[src/rtl/timer_ctrl_pkg.sv]
// Shared definitions for the timer control path: command codes, run states,
// TCR bit layout and the per-command APB transfer list.
package timer_ctrl_pkg;

  typedef enum logic [1:0] {
    OP_START  = 2'd0,
    OP_PAUSE  = 2'd1,
    OP_RESUME = 2'd2,
    OP_STOP   = 2'd3
  } op_e;

  typedef enum logic [1:0] {
    RS_STOPPED = 2'd0,
    RS_RUNNING = 2'd1,
    RS_PAUSED  = 2'd2
  } run_e;

  typedef enum logic [1:0] {
    PH_IDLE   = 2'd0,
    PH_SETUP  = 2'd1,
    PH_ACCESS = 2'd2
  } phase_e;

  typedef struct packed {
    logic       down;
    logic [1:0] cks;
  } cfg_t;

  localparam int TCR_LOAD_BIT = 7;
  localparam int TCR_DOWN_BIT = 5;
  localparam int TCR_EN_BIT   = 4;
  localparam int TCR_CKS_LSB  = 0;

  localparam logic [2:0] DEF_TDR_ADDR = 3'b010;
  localparam logic [2:0] DEF_TCR_ADDR = 3'b011;

  function automatic logic [7:0] tcr_byte(input logic load, input logic en, input cfg_t cfg);
    logic [7:0] b;
    b = 8'h00;
    b[TCR_LOAD_BIT] = load;
    b[TCR_DOWN_BIT] = cfg.down;
    b[TCR_EN_BIT]   = en;
    b[TCR_CKS_LSB +: 2] = cfg.cks;
    return b;
  endfunction

  // Index of the final transfer in a command's list.
  function automatic logic [1:0] xfer_last(input op_e op);
    return (op == OP_START) ? 2'd2 : 2'd0;
  endfunction

  function automatic logic xfer_is_tdr(input op_e op, input logic [1:0] idx);
    return (op == OP_START) && (idx == 2'd0);
  endfunction

  function automatic logic [7:0] xfer_byte(input op_e op, input logic [1:0] idx,
                                           input logic [7:0] data, input cfg_t cfg);
    logic [7:0] b;
    b = 8'h00;
    case (op)
      OP_START: begin
        if (idx == 2'd0)      b = data;
        else if (idx == 2'd1) b = tcr_byte(1'b1, 1'b0, cfg);
        else                  b = tcr_byte(1'b0, 1'b1, cfg);
      end
      OP_PAUSE:  b = tcr_byte(1'b0, 1'b0, cfg);
      OP_RESUME: b = tcr_byte(1'b0, 1'b1, cfg);
      OP_STOP:   b = 8'h00;
      default:   b = 8'h00;
    endcase
    return b;
  endfunction

  function automatic logic op_legal(input op_e op, input run_e rs);
    logic ok;
    ok = 1'b0;
    if (op == OP_START || op == OP_STOP) ok = 1'b1;
    else if (op == OP_PAUSE)             ok = (rs == RS_RUNNING);
    else if (op == OP_RESUME)            ok = (rs == RS_PAUSED);
    return ok;
  endfunction

  function automatic run_e run_after(input op_e op);
    run_e r;
    case (op)
      OP_START, OP_RESUME: r = RS_RUNNING;
      OP_PAUSE:            r = RS_PAUSED;
      default:             r = RS_STOPPED;
    endcase
    return r;
  endfunction

endpackage

[src/rtl/apb_write_master.sv]
// Single APB write engine: one SETUP cycle, then ACCESS until pready or timeout.
// A start pulse in the completing ACCESS cycle chains the next transfer back-to-back.
module apb_write_master
  import timer_ctrl_pkg::*;
#(
  parameter int ADDR_WIDTH = 3,
  parameter int DATA_WIDTH = 8,
  parameter int TIMEOUT    = 16
) (
  input  logic                  clk,
  input  logic                  rst_n,
  input  logic                  start,
  input  logic [ADDR_WIDTH-1:0] addr,
  input  logic [DATA_WIDTH-1:0] wdata,
  output logic                  busy,
  output logic                  ok,
  output logic                  err,
  output logic                  psel,
  output logic                  penable,
  output logic                  pwrite,
  output logic [ADDR_WIDTH-1:0] paddr,
  output logic [DATA_WIDTH-1:0] pwdata,
  input  logic                  pready,
  input  logic                  pslverr
);

  localparam int CW = $clog2(TIMEOUT) + 1;

  phase_e                phase_q, phase_d;
  logic [CW-1:0]         wait_q, wait_d;
  logic [ADDR_WIDTH-1:0] addr_q;
  logic [DATA_WIDTH-1:0] data_q;

  always_ff @(posedge clk) begin
    if (!rst_n) begin
      phase_q <= PH_IDLE;
      wait_q  <= '0;
      addr_q  <= '0;
      data_q  <= '0;
    end else begin
      phase_q <= phase_d;
      wait_q  <= wait_d;
      if (start) begin
        addr_q <= addr;
        data_q <= wdata;
      end
    end
  end

  // The wait counter only advances on stalled ACCESS cycles; the TIMEOUT-th stall aborts.
  always_comb begin
    phase_d = phase_q;
    wait_d  = wait_q;
    ok      = 1'b0;
    err     = 1'b0;
    case (phase_q)
      PH_IDLE: begin
        wait_d = '0;
        if (start) phase_d = PH_SETUP;
      end
      PH_SETUP: begin
        wait_d  = '0;
        phase_d = PH_ACCESS;
      end
      PH_ACCESS: begin
        if (pready) begin
          ok      = !pslverr;
          err     = pslverr;
          phase_d = (start && !pslverr) ? PH_SETUP : PH_IDLE;
        end else if (wait_q == CW'(TIMEOUT - 1)) begin
          err     = 1'b1;
          phase_d = PH_IDLE;
        end else begin
          wait_d = wait_q + CW'(1);
        end
      end
      default: phase_d = PH_IDLE;
    endcase
  end

  assign busy    = (phase_q != PH_IDLE);
  assign psel    = (phase_q != PH_IDLE);
  assign penable = (phase_q == PH_ACCESS);
  assign pwrite  = (phase_q != PH_IDLE);
  assign paddr   = addr_q;
  assign pwdata  = data_q;

endmodule

[src/rtl/timer_apb_sequencer.sv]
// Expands START/PAUSE/RESUME/STOP commands into timer TDR/TCR APB writes
// and tracks the timer's run state.
module timer_apb_sequencer
  import timer_ctrl_pkg::*;
#(
  parameter int                    ADDR_WIDTH = 3,
  parameter int                    DATA_WIDTH = 8,
  parameter logic [ADDR_WIDTH-1:0] TDR_ADDR   = ADDR_WIDTH'(DEF_TDR_ADDR),
  parameter logic [ADDR_WIDTH-1:0] TCR_ADDR   = ADDR_WIDTH'(DEF_TCR_ADDR),
  parameter int                    TIMEOUT    = 16
) (
  input  logic                  pclk,
  input  logic                  preset_n,
  input  logic                  cmd_valid,
  output logic                  cmd_ready,
  input  logic [1:0]            cmd_op,
  input  logic [DATA_WIDTH-1:0] cmd_data,
  input  logic                  cmd_down,
  input  logic [1:0]            cmd_cks,
  output logic                  cmd_done,
  output logic                  cmd_err,
  output logic                  err_sticky,
  output logic [1:0]            run_state,
  output logic                  psel,
  output logic                  penable,
  output logic                  pwrite,
  output logic [ADDR_WIDTH-1:0] paddr,
  output logic [DATA_WIDTH-1:0] pwdata,
  input  logic [DATA_WIDTH-1:0] prdata,
  input  logic                  pready,
  input  logic                  pslverr
);

  typedef enum logic [1:0] {
    ST_IDLE   = 2'd0,
    ST_SETUP  = 2'd1,
    ST_ACCESS = 2'd2,
    ST_DONE   = 2'd3
  } state_e;

  state_e                state_q, state_d;
  op_e                   op_q;
  logic [DATA_WIDTH-1:0] data_q;
  cfg_t                  cfg_q;
  logic [1:0]            idx_q, idx_d;
  logic                  err_q, err_d;
  logic                  sticky_q, set_sticky;
  run_e                  run_q;

  logic                  m_start, m_busy, m_ok, m_err;
  logic [ADDR_WIDTH-1:0] m_addr;
  logic [DATA_WIDTH-1:0] m_wdata;

  op_e                   op_in, x_op;
  cfg_t                  cfg_in, x_cfg;
  logic [1:0]            x_idx;
  logic [DATA_WIDTH-1:0] x_data;
  logic                  accept, legal_in;

  logic                  unused_prdata;
  assign unused_prdata = ^prdata;

  assign op_in    = op_e'(cmd_op);
  assign cfg_in   = (op_in == OP_START) ? cfg_t'({cmd_down, cmd_cks}) : cfg_q;
  assign legal_in = op_legal(op_in, run_q);
  assign accept   = cmd_valid && cmd_ready;

  // In IDLE the first transfer comes straight from the command inputs so SETUP
  // starts the cycle after accept; afterwards the latched command drives the list.
  always_comb begin
    if (state_q == ST_IDLE) begin
      x_op   = op_in;
      x_idx  = 2'd0;
      x_data = cmd_data;
      x_cfg  = cfg_in;
    end else begin
      x_op   = op_q;
      x_idx  = idx_q + 2'd1;
      x_data = data_q;
      x_cfg  = cfg_q;
    end
  end

  assign m_addr  = xfer_is_tdr(x_op, x_idx) ? TDR_ADDR : TCR_ADDR;
  assign m_wdata = DATA_WIDTH'(xfer_byte(x_op, x_idx, 8'(x_data), x_cfg));

  always_ff @(posedge pclk) begin
    if (!preset_n) begin
      state_q  <= ST_IDLE;
      op_q     <= OP_START;
      data_q   <= '0;
      cfg_q    <= '0;
      idx_q    <= 2'd0;
      err_q    <= 1'b0;
      sticky_q <= 1'b0;
      run_q    <= RS_STOPPED;
    end else begin
      state_q <= state_d;
      idx_q   <= idx_d;
      err_q   <= err_d;
      if (accept) begin
        op_q   <= op_in;
        data_q <= cmd_data;
        cfg_q  <= cfg_in;
      end
      if (set_sticky) sticky_q <= 1'b1;
      if (state_q == ST_DONE && !err_q) run_q <= run_after(op_q);
    end
  end

  always_comb begin
    state_d    = state_q;
    idx_d      = idx_q;
    err_d      = err_q;
    m_start    = 1'b0;
    set_sticky = 1'b0;
    case (state_q)
      ST_IDLE: begin
        if (accept) begin
          idx_d = 2'd0;
          if (legal_in) begin
            m_start = 1'b1;
            err_d   = 1'b0;
            state_d = ST_SETUP;
          end else begin
            err_d   = 1'b1;
            state_d = ST_DONE;
          end
        end
      end
      ST_SETUP: state_d = ST_ACCESS;
      ST_ACCESS: begin
        if (m_err) begin
          err_d      = 1'b1;
          set_sticky = 1'b1;
          state_d    = ST_DONE;
        end else if (m_ok) begin
          if (idx_q == xfer_last(op_q)) begin
            state_d = ST_DONE;
          end else begin
            m_start = 1'b1;
            idx_d   = idx_q + 2'd1;
            state_d = ST_SETUP;
          end
        end
      end
      ST_DONE: state_d = ST_IDLE;
      default: state_d = ST_IDLE;
    endcase
  end

  apb_write_master #(
    .ADDR_WIDTH(ADDR_WIDTH),
    .DATA_WIDTH(DATA_WIDTH),
    .TIMEOUT   (TIMEOUT)
  ) u_master (
    .clk    (pclk),
    .rst_n  (preset_n),
    .start  (m_start),
    .addr   (m_addr),
    .wdata  (m_wdata),
    .busy   (m_busy),
    .ok     (m_ok),
    .err    (m_err),
    .psel   (psel),
    .penable(penable),
    .pwrite (pwrite),
    .paddr  (paddr),
    .pwdata (pwdata),
    .pready (pready),
    .pslverr(pslverr)
  );

  assign cmd_ready  = (state_q == ST_IDLE) && !m_busy;
  assign cmd_done   = (state_q == ST_DONE);
  assign cmd_err    = (state_q == ST_DONE) && err_q;
  assign err_sticky = sticky_q;
  assign run_state  = run_q;

endmodule
[config.mk]
export PLATFORM = sky130hd
export DESIGN_NAME = timer_apb_sequencer
export DESIGN_NICKNAME = d
export VERILOG_FILES = /design/src/rtl/timer_ctrl_pkg.sv /design/src/rtl/apb_write_master.sv /design/src/rtl/timer_apb_sequencer.sv
export SDC_FILE = /design/constraint.sdc
export NUM_CORES = 1
export LEC_CHECK = 0
export CORE_MARGIN = 2
export CORE_UTILIZATION = 30
export CTS_CLUSTER_DIAMETER = 120
export DETAILED_ROUTE_END_ITERATION = 6
export PLACE_DENSITY = 0.6
export SYNTH_ARGS = -nofsm -noshare
export SYNTH_HDL_FRONTEND = slang
export SYNTH_HIERARCHICAL = 1
export SYNTH_SLANG_ARGS = --single-unit
[constraint.sdc]
create_clock -name pclk -period 7.1 [get_ports pclk]
set_input_delay 1.065 -clock pclk [delete_from_list [all_inputs] [get_ports pclk]]
set_output_delay 1.065 -clock pclk [all_outputs]
set_load 0.02 [all_outputs]
==> flow_summary.ini <==
[sta]
min_period_ns = 3.47
tightest_slew_ns = 0.741
slew-limit-headroom_pct = 50.6
setup_viol = 0
post-route-period-util_pct = 48.9
finClkSkew_ns = 0.00485
finalMaxSlewViolations = 0
hold_violations = 0
setup_tns_ns = 0
rsz0062_at_grt = no
max_freq_mhz = 288

[setup_path]
cp_max_fo = 16
crit_path_end_kind = flop
path_class = primary input to flop
start_kind = primary input
path_delay_family = simple AND/OR/NAND/NOR gates
arrival_ns = 3.66
path_buf_inv = 1
slowest_stage = or4b_1
critPathRequiredTime_ns = 7.29
crit_chain = clkdlybuf4s50_1 -> or4b_1 -> a31oi_1 -> nand2b_1 -> mux2i_1 -> nor2b_1
slowest_delay_ns = 0.76

[placement]
gp_congestion = 0.869
portBuffers = 37
dp_hpwl_mm = 3.53
dp.cells = 348

[cells_and_area]
diodes = 0
final-instance-count-excl-fill = 356
drive_gt1_share_pct = 6.16
regArea_um2 = 781
nNetsFinal = 306
multi_input_area_mm2 = 0.00119
area_growth_pct = 23.9
n_fill_cell = 720

[power_and_ir_drop]
p_leak_nw = 0.955
netSwitchingFraction_pct = 31.6
power_frac_seq_pct = 47.0
power_frac_clock_pct = 28.5
p_int_mw = 0.359
combPwrFrac_pct = 24.5
powerDensity_mw_per_mm2 = 204
max-vdd-ir-drop_mv = 0.102
p_sw_mw = 0.166

[synth]
synth_compound_area_share_pct = 15.3
synth_seq_area_share_pct = 37.6
synth_ff_type = dfxtp_1
syn-num-nets = 275
yosys_warnings = 6
synthSimpleGateAreaFrac_pct = 27.2
synth_top_family_by_area = simple AND/OR/NAND/NOR gates
synthMuxAreaShare_pct = 9.17
synth_xor_area_share_pct = 2.11
syn-cell-area_mm2 = 0.00207
synth_cell_types = 49
ys_ff_latch = 39
yosys-top-cells-area = dfxtp_1 (38%), mux2i_1 (9.2%), nand2_1 (5.1%)
synth_edf_count = 0
synth_most_common_cell = dfxtp_1
synthAdderAreaFrac_pct = 3.02
netlist.top_cell.by_area = dfxtp_1
synth_common_cells = dfxtp_1 (39), nand2_1 (28), mux2i_1 (19)
netlist.area_leader.share_pct = 37.6
syn-instance-count = 244
syn_area_per_cell_um2 = 8.50
synthArstFlopShare_pct = 0

[clocking]
clock_sinks = 39
cts_root_buf = clkbuf_8
cts-hold-fix-buffers = 0
clkTransAtPathRegs_ns = 0.08
htree_levels = 2
numCtsBuffers = 5
cts_setup_buffers = 0
clock_latency_ns = 0.29
clockBufferDepth = 2
cts_tree = yes
cts_resized = 0

[die]
initial_core_util_pct = 30.7
design.portCount = 46
die_width_um = 87.2
core_mm2 = 0.00676
dieArea_mm2 = 0.00760
dieHeight_um = 87.2
rows = 30

[routing]
wirelength_mm = 4.96
drt-initial-drc-count = 63
via_count = 1824
antenna_left = 0
drt-pass1-iter-count = 4
wl_per_cell_um = 13.9
remaining_drc_errors = 0
vias_per_cell = 5.12

[global_route]
grt_max_degree = 25
gr-usage-met3_pct = 2.65
overflow = 0
grt_util_all_layers_pct = 13.9
grtUsageMet2_pct = 22.3
grt_antenna_before_repair = 0
grtUsageMet1_pct = 18.5
grt_pass1_vias = 1769
grt_pass1_wl_mm = 8.35
busiest_layer = met2

[outcome]
outcome = complete, no violations

[flow_run]
drv_cap = 0

[min_path]
hold_class = flop to flop
layer usage:
metal  up-vias  wire length, µm
met2        47             2270
li1        908                -
met4         0               97
met5         -                0
met3        13              237
met1       856             2360
power by group through the flow:
stage                     Combinational (mW)  Clock, mW  Sequential (mW)
after floorplan                       0.0871          0            0.249
after detailed placement               0.129          0            0.252
after global placement                 0.128          0            0.251
after global routing                   0.142      0.165            0.249
final                                  0.129      0.149            0.247
after CTS                              0.129      0.155            0.247
layout by cell type (no fill, tap or decap), drive strengths merged, types with 2 or more instances in the layout:
| master | instances |
|---|---|
| or2 | 2 |
| o21ai | 6 |
| clkbuf | 5 |
| nand2b | 7 |
| dfxtp | 39 |
| conb | 2 |
| nor2b | 14 |
| buf | 2 |
| and3 | 5 |
| a211oi | 5 |
| nand3b | 2 |
| o211a | 2 |
| o32ai | 4 |
| nor4b | 2 |
| xnor2 | 2 |
| nor4 | 2 |
| nand2 | 28 |
| a31oi | 2 |
| nor3b | 2 |
| clkinvlp | 2 |
| mux2i | 19 |
| a21boi | 3 |
| inv | 8 |
| a22oi | 4 |
| ha | 5 |
| nor3 | 6 |
| a21oi | 15 |
| or3 | 3 |
| nand3 | 7 |
| xor2 | 3 |
| nor2 | 17 |
| clkdlybuf4s50 | 37 |
| o21a | 2 |
registers in the layout (all words and copies together), names as in the netlist:
| register | flops |
|---|---|
| data_q | 8 |
| u_master/pwdata | 8 |
| u_master/wait_q | 5 |
| cfg_q | 3 |
| u_master/paddr | 3 |
| idx_q | 2 |
| op_q | 2 |
| run_state | 2 |
| state_q | 2 |
| u_master/phase_q | 2 |
| err_q | 1 |
| err_sticky | 1 |
final timing paths:
kind         cells after the start                              end  slack [ns]                              from
max reg2reg                      6  u_master/pwdata[0]$_SDFFE_PN0P_        4.15  u_master/phase_q[0]$_SDFFE_PN0P_
max                              6  u_master/pwdata[0]$_SDFFE_PN0P_        3.63                         cmd_valid
min reg2reg                      2           data_q[5]$_SDFFE_PN0P_        0.45            data_q[5]$_SDFFE_PN0P_
min                              2           data_q[5]$_SDFFE_PN0P_        0.45            data_q[5]$_SDFFE_PN0P_
worst register-to-register path: stages (launching register included):
cell and delay, ns:
dfxtp_1 0.37, or2_2 0.35, or4b_1 0.80, a31oi_1 0.37
nand2b_1 0.63, mux2i_1 0.28, nor2b_1 0.06
logic make-up (layout without fill, tap and decap cells):
| kind of cell | count (synthesis) | in the layout |
|---|---|---|
| other cells | 2 | 2 |
| xor+xnor | 5 | 5 |
| compound gates | 48 | 48 |
| mux | 19 | 19 |
| fa+ha+maj | 5 | 5 |
| simple gates | 103 | 103 |
| buf+inv | 23 | 55 |
| flops | 39 | 39 |
layout make-up:
class,count,share of cell area [%]
Clock buffer,5,2.68
Inverter,8,1.17
Timing Repair Buffer,39,15.0
Multi-Input combinational cell,182,46.1
Clock inverter,3,0.779
Sequential cell,39,30.4
Tap cell,80,3.89
metrics by stage:
| stage | hold slack (ns) | utilization, % | cell area (µm²) | worst slack, ns | power [mW] |
|---|---|---|---|---|---|
| final | 0.454 | 38.1 | 2570 | 3.63 | 0.525 |
| after global routing | 0.493 | 38.1 | 2570 | 3.49 | 0.556 |
| after CTS | 0.460 | 38.1 | 2570 | 3.66 | 0.531 |
| after detailed placement | 0.448 | 36.7 | 2480 | 3.35 | 0.381 |
| after global placement | 0.443 | 36.7 | 2480 | 3.34 | 0.379 |
| after floorplan | 0.432 | - | 2070 | 4.50 | 0.336 |
Power figures use the tool's default switching activity.
==> patch 1 (same flow settings) <==
`DATA_WIDTH` is set to 8 in 2 places; all go to 12.
--- a/src/rtl/apb_write_master.sv
+++ b/src/rtl/apb_write_master.sv
@@ -6,3 +6,3 @@
   parameter int ADDR_WIDTH = 3,
-  parameter int DATA_WIDTH = 8,
+  parameter int DATA_WIDTH = 12,
   parameter int TIMEOUT    = 16
--- a/src/rtl/timer_apb_sequencer.sv
+++ b/src/rtl/timer_apb_sequencer.sv
@@ -6,3 +6,3 @@
   parameter int                    ADDR_WIDTH = 3,
-  parameter int                    DATA_WIDTH = 8,
+  parameter int                    DATA_WIDTH = 12,
   parameter logic [ADDR_WIDTH-1:0] TDR_ADDR   = ADDR_WIDTH'(DEF_TDR_ADDR),
Interface: changed (resized cmd_data, prdata and pwdata); port bits go from 46 to 58. The function was not compared with the original's and may differ.
==> patch 1 against the unedited design <==
Area after synthesis increased by 7.2%; wire length increased by 9.3%; total power rose by 16%; sequential cell count grew 4; fmax fell by 5.1%; worst setup slack got worse by 0.19 ns; design area is 9.8% higher; cell count increased by 11%; critical path type unchanged; critical endpoint is now u_master/pwdata[9]; largest cell class unchanged; largest power group unchanged; highest routed layer unchanged.
==> patch 1: results (changes against the unedited design) <==
outcome: "finished, final reports clean"
nClkBuffers: 6  # +1
use_met3_pct: 3.35  # +0.70 points
p_sw_uw: 176  # +6.3%
multi_input_area_share_pct: 44.8  # -1.3 points
synth_area_leaders: "dfxtp_1, mux2i_1, nor2b_1, nand2_1, a21oi_1"
crit_path_top_delay_cell: "nand2b_1"
worst_pin_slew_ns: 1.07  # +0.329 ns
grt_max_degree: 29  # +16%
grtUsageMet2_pct: 22.1  # -0.22 points
final_cells: 395  # +11%
vias_per_cell: 4.78  # -6.8%
multi_input_gates: 194  # +6.6%
clkCellAreaFrac_pct: 4.16  # +0.71 points
seq_area_share_pct: 30.5  # +0.12 points
gp_congestion: 0.759  # -13%
routed-wl-met3_um: 269  # +14%
finalHoldWorstSlack_ns: 0.458  # +0.00364 ns
wl_met1_um: 2550  # +8.0%
grt_pass1_wl_um: 8990  # +7.7%
ir_drop_v: 0.000133  # +30%
clkSinkCount: 43  # +10%
critPathArrivalTime_ns: 3.85  # +0.19 ns
yosysSeqAreaShare_pct: 38.7  # +1.1 points
signal_buffers: 43  # +10%
synth_xor_xnor_area_share_pct: 1.97  # -0.14 points
synth_compound_area_share_pct: 14.3  # -1.0 points
route.met2.wl_um: 2500  # +10%
## patch 1: cell count changes in the layout (fill, tap and decap cells not counted)
cell             change
conb_1               +4
mux2i_1              +4
nor2b_1              +4
bufinv_16            +1
clkinvlp_4           -2
clkdlybuf4s50_1      +4
clkbuf_8             +1
dfxtp_1              +4
## patch 1: how the worst max path moves through the flow
stage | startpoint | to | slack [ns] | cells past startpoint
finish | cmd_valid | u_master/pwdata[9] | 3.44 | 6
global route | cmd_valid | u_master/phase_q[0] | 3.23 | 6
CTS | cmd_valid | u_master/paddr[0] | 3.41 | 6
detailed placement | cmd_valid | u_master/pwdata[9] | 3.12 | 6
global placement | cmd_valid | u_master/pwdata[4] | 3.09 | 6
floorplan | cmd_valid | u_master/pwdata[10] | 4.38 | 8
## patch 1: worst reg2reg max path, stage by stage, from the launching register on
cell and delay (ns):
dfxtp_1 0.37, or2_2 0.36, or4b_1 0.81, a31oi_1 0.32, nand2b_1 0.86, mux2i_1 0.28
nor2b_1 0.07
==> patch 2 (same settings) <==
Made on the original files. The 3 values of `phase_e` get a one-hot encoding in 3 bits.
--- a/src/rtl/timer_ctrl_pkg.sv
+++ b/src/rtl/timer_ctrl_pkg.sv
@@ -17,6 +17,6 @@
 
-  typedef enum logic [1:0] {
-    PH_IDLE   = 2'd0,
-    PH_SETUP  = 2'd1,
-    PH_ACCESS = 2'd2
+  typedef enum logic [2:0] {
+    PH_IDLE   = 3'b001,
+    PH_SETUP  = 3'b010,
+    PH_ACCESS = 3'b100
   } phase_e;
Function: same outputs for any inputs over 10 cycles, from zero or initial values and one cycle with preset_n low; not proved beyond that.
==> patch 2 against the unedited design <==
Synthesized cell count up 6.6%; total power up 12%; design area up 8.0%; combinational power up 4%; sequential cell count up 1; wire length up 9.5%; worst setup slack worse by 0.10 ns; area after synthesis up 7.9%.
==> patch 2: results (changes against the unedited design) <==
hold_end: "data_q[0]"
yosysSeqAreaShare_pct: 35.8  # -1.9 points
finalHoldWorstSlack_ns: 0.455  # +0.000581 ns
grt_pass1_vias: 1875  # +6.0%
ir_drop_v: 0.0000978  # -4.4%
grtUsageMet2_pct: 21.2  # -1.0 points
vias: 1921  # +5.3%
min-delay-start: "data_q[0]"
cts-root-buf: "clkbuf_8"
grt_max_degree: 30  # +20%
cp_slowest_stage_delay_ns: 0.74  # -0.02 ns
ys.warnings.count: 6  # unchanged
syn_nets: 291  # +5.8%
slew_headroom_pct: 43.8  # -6.8 points
met1_usage_pct: 18.7  # +0.18 points
synth_common_cells: "dfxtp_1, nand2_1, mux2i_1"
synth_cell_types: 58  # +18%
dpl_worst_slack_ns: 3.20  # -0.145 ns
worst-r2r-cell-count: 7  # +1
total_leakage_power_nw: 1.01  # +5.4%
rr_startpoint: "u_master/phase_q[0]"
synth_area_leaders: "dfxtp_1, mux2i_1, nand2_1, a21oi_1, nor2b_1"
outcome: "finished, final reports clean"
io_buffers: 37  # unchanged
fin_skew_ns: 0.00827  # +0.00342 ns
gp_congestion: 0.811  # -6.7%
dr.first_iter.drc_count: 131  # +110%
clkTransAtPathRegs_ns: 0.08  # about the same
reg2reg_to: "u_master/phase_q[0]"
grt_pass1_wl_um: 9140  # +9.5%
nNetsFinal: 319  # +4.2%
reg2reg_slack_ns: 3.96  # -0.19 ns
grtUsageTotal_pct: 13.7  # -0.18 points
wl_per_cell_um: 14.0  # +0.45%
critPathArrivalTime_ns: 3.75  # +0.09 ns
synthFlopType: "dfxtp_1"
hpwl_um: 3780  # +7.2%
patch 2: cell types whose count changed after synthesis, sizes merged, moves of 3 or more:
cell	before	now
inv	8	13
nand2	28	25
nor2	17	14
buf	8	11
patch 2: how the worst max path moves through the flow:
stage | start | slack, ns | cells after the start | end
floorplan | cmd_valid | 4.38 | 9 | u_master/phase_q[0]
global placement | cmd_valid | 3.20 | 7 | u_master/phase_q[0]
detailed placement | cmd_valid | 3.20 | 7 | u_master/phase_q[0]
CTS | cmd_valid | 3.50 | 7 | u_master/phase_q[0]
global route | cmd_valid | 3.34 | 7 | u_master/phase_q[0]
finish | cmd_valid | 3.53 | 7 | u_master/phase_q[0]
patch 2: kinds of logic (layout without fill, tap and decap cells):
logic type      Yosys count  after routing  synth area share [%]
compound gates           53             53                  16.7
simple gates            105            105                  27.8
other cells               2              2                 0.336
mux                      19             19                  8.50
fa+ha+maj                 5              5                  2.79
buf+inv                  32             61                  6.54
xor+xnor                  4              4                  1.57
flops                    40             40                  35.8
patch 2: where the power goes:
group | total (mW) | internal [mW] | switching, mW
Combinational | 0.134 | 0.0607 | 0.0738
Sequential | 0.253 | 0.237 | 0.0157
Clock | 0.202 | 0.115 | 0.0868
patch 2: final cells by class:
cell class,count,area (um2)
Tap cell,99,124
Sequential cell,40,801
Multi-Input combinational cell,188,1290
Timing Repair Buffer,39,385
Clock buffer,6,82.6
Inverter,14,53.8
Fill cell,774,4480
Clock inverter,2,38.8
patch 2: per-layer routing:
layer / routed length [um] / vias to the layer above
met1: 2630 / 885
met5: 0 / -
met3: 333 / 4
li1: - / 977
met2: 2430 / 55
met4: 38 / 0
patch 2: critical path: cells and delay by family:
| family | cells | cell delay [ns] |
|---|---|---|
| AO/OA/AOI/OAI | 3 | 0.60 |
| buffers and inverters | 1 | 0.47 |
| AND/OR/NAND/NOR | 3 | 1.59 |
patch 2: stage by stage:
stage | area [um2] | std cells
floorplan | 2240 | 260
global placement | 2660 | 380
detailed placement | 2660 | 380
CTS | 2780 | 388
global route | 2780 | 388
finish | 2780 | 388
